**src/rtl/qr_mat_ram.sv**
```systemverilog
// Multi-channel ROWS x COLS matrix store: per-channel row-block writes with written-bitmap
// tracking, sticky overwrite/address errors, and a row-major valid/ready read stream.
module qr_mat_ram #(
    parameter int DATA_W = 12,
    parameter int ROWS   = 8,
    parameter int COLS   = 8,
    parameter int CH     = 8,
    parameter int SEG    = ROWS * COLS / CH,
    parameter int AW     = (SEG > 1) ? $clog2(SEG) : 1,
    parameter int CNT_W  = $clog2(ROWS * COLS + 1),
    parameter int IDX_W  = (ROWS * COLS > 1) ? $clog2(ROWS * COLS) : 1
) (
    input  logic                 clk,
    input  logic                 rst,
    input  logic                 clr,
    input  logic [CH-1:0]        wr_en,
    input  logic [CH*AW-1:0]     wr_addr,
    input  logic [CH*DATA_W-1:0] wr_data,
    output logic [CNT_W-1:0]     fill_cnt,
    output logic                 full,
    output logic                 ovw_err,
    output logic                 addr_err,
    input  logic                 rd_start,
    output logic                 rd_busy,
    output logic                 rd_valid,
    input  logic                 rd_ready,
    output logic [DATA_W-1:0]    rd_data,
    output logic [IDX_W-1:0]     rd_idx,
    output logic                 rd_last
);

    localparam int N = ROWS * COLS;
    localparam logic [IDX_W-1:0] LAST_IDX = IDX_W'(N - 1);

    // Read handshake: an element transfers on any rising edge where rd_valid && rd_ready;
    // rd_valid, rd_data, rd_idx and rd_last come straight from registers and hold while stalled.
    typedef enum logic {S_IDLE, S_STREAM} state_t;

    logic [N-1:0]      hit;
    logic [N-1:0]      written;
    logic [N-1:0]      newly;
    logic [CH-1:0]     bad_addr;
    logic [DATA_W-1:0] mem [N];

    genvar k, g;
    generate
        for (k = 0; k < CH; k++) begin : gen_ch
            assign bad_addr[k] = wr_en[k] && ({1'b0, wr_addr[k*AW +: AW]} >= (AW+1)'(SEG));
        end

        // Each entry decodes its own owning channel, so the channel blocks never collide.
        for (g = 0; g < N; g++) begin : gen_ent
            localparam int K = g / SEG;
            localparam int A = g % SEG;
            logic [DATA_W-1:0] val_q;
            logic              wr_q;

            assign hit[g] = wr_en[K] && (wr_addr[K*AW +: AW] == AW'(A));

            always_ff @(posedge clk or posedge rst) begin
                if (rst) begin
                    val_q <= '0;
                    wr_q  <= 1'b0;
                end else if (clr) begin
                    val_q <= '0;
                    wr_q  <= 1'b0;
                end else if (hit[g]) begin
                    val_q <= wr_data[K*DATA_W +: DATA_W];
                    wr_q  <= 1'b1;
                end
            end

            assign mem[g]     = val_q;
            assign written[g] = wr_q;
        end
    endgenerate

    assign newly = hit & ~written;

    logic [CNT_W-1:0] fill_q, fill_d;
    logic             ovw_q, ovw_d;
    logic             aerr_q, aerr_d;

    always_comb begin
        fill_d = fill_q + CNT_W'($countones(newly));
        ovw_d  = ovw_q | (|(hit & written));
        aerr_d = aerr_q | (|bad_addr);
        if (clr) begin
            fill_d = '0;
            ovw_d  = 1'b0;
            aerr_d = 1'b0;
        end
    end

    always_ff @(posedge clk or posedge rst) begin
        if (rst) begin
            fill_q <= '0;
            ovw_q  <= 1'b0;
            aerr_q <= 1'b0;
        end else begin
            fill_q <= fill_d;
            ovw_q  <= ovw_d;
            aerr_q <= aerr_d;
        end
    end

    state_t            state_q, state_d;
    logic [DATA_W-1:0] data_q, data_d;
    logic [IDX_W-1:0]  idx_q, idx_d;
    logic [IDX_W-1:0]  nxt_idx;

    // Loads read the registered contents, so a same-cycle write to the loaded entry yields the old value.
    always_comb begin
        state_d = state_q;
        data_d  = data_q;
        idx_d   = idx_q;
        nxt_idx = idx_q + 1'b1;
        if (clr) begin
            state_d = S_IDLE;
            data_d  = '0;
            idx_d   = '0;
        end else begin
            case (state_q)
                S_IDLE: begin
                    if (rd_start) begin
                        state_d = S_STREAM;
                        idx_d   = '0;
                        data_d  = mem[0];
                    end
                end
                S_STREAM: begin
                    if (rd_ready) begin
                        if (idx_q == LAST_IDX) begin
                            state_d = S_IDLE;
                        end else begin
                            idx_d  = nxt_idx;
                            data_d = mem[nxt_idx];
                        end
                    end
                end
                default: state_d = S_IDLE;
            endcase
        end
    end

    always_ff @(posedge clk or posedge rst) begin
        if (rst) begin
            state_q <= S_IDLE;
            data_q  <= '0;
            idx_q   <= '0;
        end else begin
            state_q <= state_d;
            data_q  <= data_d;
            idx_q   <= idx_d;
        end
    end

    assign fill_cnt = fill_q;
    assign full     = (fill_q == CNT_W'(N));
    assign ovw_err  = ovw_q;
    assign addr_err = aerr_q;
    assign rd_busy  = (state_q == S_STREAM);
    assign rd_valid = (state_q == S_STREAM);
    assign rd_data  = data_q;
    assign rd_idx   = idx_q;
    assign rd_last  = rd_valid && (idx_q == LAST_IDX);

endmodule

```
**config.mk**
```make
export PLATFORM = sky130hd
export DESIGN_NAME = qr_mat_ram
export DESIGN_NICKNAME = d
export VERILOG_FILES = /design/src/rtl/qr_mat_ram.sv
export SDC_FILE = /design/constraint.sdc
export NUM_CORES = 2
export LEC_CHECK = 0
export CORE_MARGIN = 10
export CORE_UTILIZATION = 31
export CTS_CLUSTER_SIZE = 12
export DETAILED_ROUTE_END_ITERATION = 16
export DONT_BUFFER_PORTS = 1
export PLACE_DENSITY = 0.57
export SLEW_MARGIN = 20
export SYNTH_ARGS = -nofsm -noshare
export SYNTH_HDL_FRONTEND = slang
export SYNTH_SLANG_ARGS = --single-unit
```
**constraint.sdc**
```tcl
create_clock -name clk -period 28.1 [get_ports clk]
set_clock_uncertainty 0.1 [all_clocks]
set_input_delay 0 -clock clk [delete_from_list [all_inputs] [get_ports clk]]
set_output_delay 0 -clock clk [all_outputs]
set_load 0.01 [all_outputs]
```
# == Word-level counts from Yosys, hierarchy flattened ==
# Cells that the tools add are included.
# totals
reg_bits,859
out_inout_bits,31
# classes
n_eq_ne,61
n_bitwise,6
n_reduce_logical,139
addsub,65
n_mux,276
n_lt_le_gt_ge,1
# ops
operator,count
$mux 12,134
$mux 1,133
$and 64x64->64,2
$reduce_bool 2->1,64
$eq 3x3->1 const B,32
$bmux 12 s6,1
$logic_and 1x1->1,65
$add 1x1->2,32
$not 64->64,1
$reduce_or 64->1,1
$add 2x2->3,16
$eq 3x2->1 const B,16
$add 3x3->4,8
$eq 3x1->1 const B,8
$logic_not 3->1,8
$mux 6,4
$pmux 12 s2,1
$add 4x4->5,4
$add 5x5->6,2
$pmux 6 s2,1
$ne 3x3->1 const B,3
$add 6x6->7,1
$add 7x7->7,1
$eq 7x7->1 const B,1
other kinds (9),9

# == Longest topological paths before layout ==
# logic_depth
ltp_word,11
ltp_mapped,26

# == Least setup slack after synthesis ==
# Ideal clock, no wire load.
# synth_path
kind,input to register
start,input port wr_addr[22]
end,register fill_q[6] (netlist: fill_cnt[6])
path_buffers,2
t_arrival_ns,6.451
path_stages,25
slack_ns,21.471
setup_ns,0.078
cell_sequence,clkbuf_1 inv_1 nor2_1 nand3_1 clkbuf_1 nor2_1 fa_1 fa_1 inv_1 fa_1 fa_1 fa_1 fa_1 fa_1 inv_1 fa_1 fa_1 inv_1 fa_1 nor2b_1 o21ai_0 a21oi_1 o21ai_0 a21o_1 a21oi_1
# synth_between
elab_chain_cells,11
# synth_rtl
item,line_no,rtl
from (decl),17,"input logic [CH*AW-1:0] wr_addr,"
$eq 3x1->1 (tied with other cells),58,assign hit[g] = wr_en[K] && (wr_addr[K*AW +: AW] == AW'(A));
$logic_and 1x1->1,58,
$and 64x64->64 (*),78,assign newly = hit & ~written;
$add 1x1->2 (implied by the code),85,fill_d = fill_q + CNT_W'($countones(newly));
$add 2x2->3 (implied by the code),85,
$add 3x3->4 (implied by the code) (*),85,
$add 4x4->5 (implied by the code) (*),85,
$add 5x5->6 (implied by the code) (*),85,
$add 6x6->7 (implied by the code) (*),85,
$add 7x7->7 (*),85,
$mux 7 (*),88,if (clr) begin
net fill_d[6],80,"logic [CNT_W-1:0] fill_q, fill_d;"
to (signal assigned),101,fill_q <= fill_d;
to (decl),80,
# The timed path passes the listed nets; every way through them passes the cells marked *.
# A chain may end at the register's enable or synchronous reset.

# == Final worst setup path ==
# layout_path
start,input port wr_addr[20]
end,register fill_q[6] (netlist: fill_cnt[6])
# The elaborated chain is that of the path after synthesis.

==> results.cfg <==
[run_status]
status = completed

[yosys]
yosysSeqAreaShare_pct = 49.9
syn_inst = 4760
ys_types = 51
yosys.area_share.xor_xnor_pct = 0.203
synthAdderAreaFrac_pct = 3.24
yosysWarnings = 0
synth_top_family_by_area = simple AND/OR/NAND/NOR gates
synthSimpleGateAreaFrac_pct = 20.6
syn_avg_cell_area_um2 = 9.05
synth_compound_area_share_pct = 10.7
synth_top_flop_cell = dfrtp_1
ys_ff_latch = 859
synth_nets = 4971
synth_area_leaders = dfrtp_1 (50%), nand2_1 (15%), mux4_2 (10%), a21oi_1 (9.0%), fa_1 (2.6%)
yosys.area.top_type = dfrtp_1
synthMuxAreaShare_pct = 10.7
synth_top_area_share_pct = 49.9
async_flop_share_pct = 100
syn_area_um2 = 43100
synth_edf_count = 0

[worst_setup_path]
reg2reg_slack_ns = 21.05
path_class = input pin to flop
reg2reg_depth = 21
cp.required_ns = 28.61
setup.worst_path.start_class = input pin
r2r-start = gen_ent[44].wr_q$_DFFE_PP0P_
critPathCaptureType = flop
cp_max_fo = 13
worstPathArrival_ns = 8.01
r2r_end = fill_cnt[6]$_DFF_PP0_

[worst_hold_path]
whs_path_depth = 3
hold_start = wr_addr[9]
min_path_type = input pin to flop
holdPathEnd = gen_ent[29].val_q[8]$_DFFE_PP0P_

[global_route]
antenna_found_initial = 33
grt_pass1_vias = 34600
track_usage_pct = 19.7
grt-ovfl-total = 0
grt_pass1_wl_um = 232000
grt_start_max_net_pins = 845

[sta]
fmax_mhz = 133
fin_crit_sh_pct = 26.7
hold_violations = 0
maxSlewHeadroom_pct = 23.9
rsz0062_at_grt = no
layout_setup_ws_ns = 20.61
slew_violations = 0
tightest_slew_ns = 1.14
min_period_ns = 7.49
setup_violations = 0
fin_tns_setup_ns = 0

[placed_design]
dp_slack_ns = 20.64
dpl_cell_area_um2 = 44300
gp_congestion = 0.878
dp_hpwl_um = 97500
portBuffers = 0
placed_cells_incl_taps = 6205

[detailed_routing]
drtIter0Drc = 4098
antenna_left = 0
routedWlPerCell_um = 23.1
wl_um = 154000
vias_per_cell = 5.32
drc = 0
dr_total_vias = 35400
dr.pass1.iters = 5

[clock_network]
root_buffer = clkbuf_16
cts_htree_levels = 3
numCtsBuffers = 95
postCtsSetupRepairBufs = 0
clockBufferDepth = 3
clkTransAtPathRegs_ns = 0.06
post_cts_resized = 0
insertion_delay_ns = 0.71
cts_sinks = 859
hold_buffers = 266
cts_tree = built

[pwr]
p_leak_uw = 0.0203
vdd_drop_max_uv = 50.4
p_total_uw = 2930
power_density_nw_per_um2 = 58.2

[flow_run]
drv_cap = 0

[floorplanning]
start_util_pct = 31.3
rows = 136
die_area_um2 = 154000
die_y_um = 393
io_pins = 164
coreArea_um2 = 138000
fp.dieW_um = 393

[layout]
finalNonFillerCells = 6656
design_area_um2 = 50300
layout.nets = 4990
syn2layout_area_growth_pct = 16.7
final_layout_size_suffix_gt1_share_pct = 9.18
fillers = 13800
[worst max-delay path by stage]
stage,startpoint,to,depth (start not counted),slack [ns]
final,wr_addr[20],fill_cnt[6]$_DFF_PP0_,24,20.61
after global routing,wr_addr[16],fill_cnt[6]$_DFF_PP0_,24,20.26
after CTS,wr_addr[16],fill_cnt[6]$_DFF_PP0_,24,20.64
after detailed placement,wr_addr[16],fill_cnt[6]$_DFF_PP0_,23,20.64
after global placement,wr_addr[16],fill_cnt[6]$_DFF_PP0_,23,20.76
after floorplan,rst,fill_cnt[0]$_DFF_PP0_,1,3.86
[synthesized netlist by cell type, types with 5 or more instances]
master and number:
nand3b_1 5, or3_1 20, mux2i_1 29, clkbuf_2 56, ha_1 22, nand2b_1 33, fa_1 56, nor2b_1 26
and3_1 8, nand2_1 1747, a22o_1 5, nand4_1 21, clkbuf_1 286, a221oi_1 6, a31oi_1 25, a21oi_1 777
buf_2 51, nand3_1 112, a22oi_1 32, o21ai_0 14, xnor2_1 6, or2_2 6, inv_1 60, buf_4 19
nor3_1 22, dfrtp_1 859, mux4_2 192, buf_1 10, nor2_1 225
[state kept, by name (all words and copies together), names as in the netlist]
signal,count
gen_ent.val_q,768
gen_ent.wr_q,64
rd_idx,6
rd_data,12
ovw_err,1
fill_cnt,7
rd_busy,1
[where the power goes]
group / internal, uW / total [uW] / leakage [uW] / switching (uW)
Sequential: 1270 / 1290 / 0.0119 / 27.3
Combinational: 126 / 346 / 0.00684 / 220
Clock: 756 / 1290 / 0.00154 / 533
Total: 2150 / 2930 / 0.0203 / 780
[per-stage QoR]
stage	utilization (%)	hold WS, ns
6_report	36.5	0.0224
4_1_cts	36.4	0.00144
2_1_floorplan	-	-0.00719
5_1_grt	36.5	0.0118
3_5_place_dp	32.1	-0.0186
3_3_place_gp	32.1	-0.0200
[critical path, stage by stage]
cell	delay [ns]
dlygate4sd3_1	0.69
nor2b_1	0.27
dlygate4sd3_1	0.63
nand2_1	0.32
nor2_1	0.31
fa_1	0.49
fa_1	0.52
inv_1	0.05
fa_1	0.53
fa_1	0.46
fa_1	0.52
fa_1	0.51
fa_1	0.49
inv_1	0.05
fa_1	0.50
fa_1	0.19
inv_1	0.06
fa_1	0.43
nor2b_1	0.16
o21ai_0	0.11
a21oi_1	0.21
o21ai_0	0.13
a21o_1	0.20
a21oi_1	0.16
[final cells by class]
class / instances / area [um^2] / share of cell area, %
Sequential cell: 859 / 21500 / 42.7
Multi-Input combinational cell: 3419 / 19700 / 39.2
Timing Repair Buffer: 344 / 3420 / 6.80
Clock buffer: 143 / 2830 / 5.63
Tap cell: 1794 / 2240 / 4.46
Clock inverter: 21 / 305 / 0.607
Inverter: 60 / 233 / 0.463
Antenna cell: 16 / 40.0 / 0.0796
[cells by family after synthesis]
kind of cell | count (synthesis)
AO/OA/AOI/OAI | 879
XOR/XNOR | 10
adder cells (fa/ha/maj) | 78
buffers and inverters | 482
flip-flops | 859
multiplexers | 221
other | 1
AND/OR/NAND/NOR | 2230
[cells in the final DEF, fill, tap and decap left out, types with 8 or more instances in the layout]
master / count
clkbuf_8: 19
dlygate4sd3_1: 265
mux2i_1: 29
a22oi_1: 32
clkinv_2: 10
nor2_1: 219
nand2b_1: 33
and3_1: 8
nand2_1: 1747
nor3_1: 10
diode_2: 16
clkbuf_1: 25
clkbuf_16: 99
mux4_2: 192
a21oi_1: 777
buf_4: 68
inv_1: 59
nor3_2: 11
nand4_1: 21
a31oi_1: 25
dfrtp_1: 858
nor2b_1: 26
nand3_1: 112
o21ai_0: 13
ha_1: 21
or3_1: 20
fa_1: 56
[per-layer routing]
layer | part of all wire, % | up-vias | global-route usage, %
met5 | 0.15 | - | 0
met4 | 3.0 | 34 | 5.78
met3 | 9.9 | 280 | 5.34
met2 | 45 | 1437 | 30.1
met1 | 42 | 17800 | 27.1
li1 | - | 15900 | -
No activity file was read; power rests on OpenSTA's default activity.
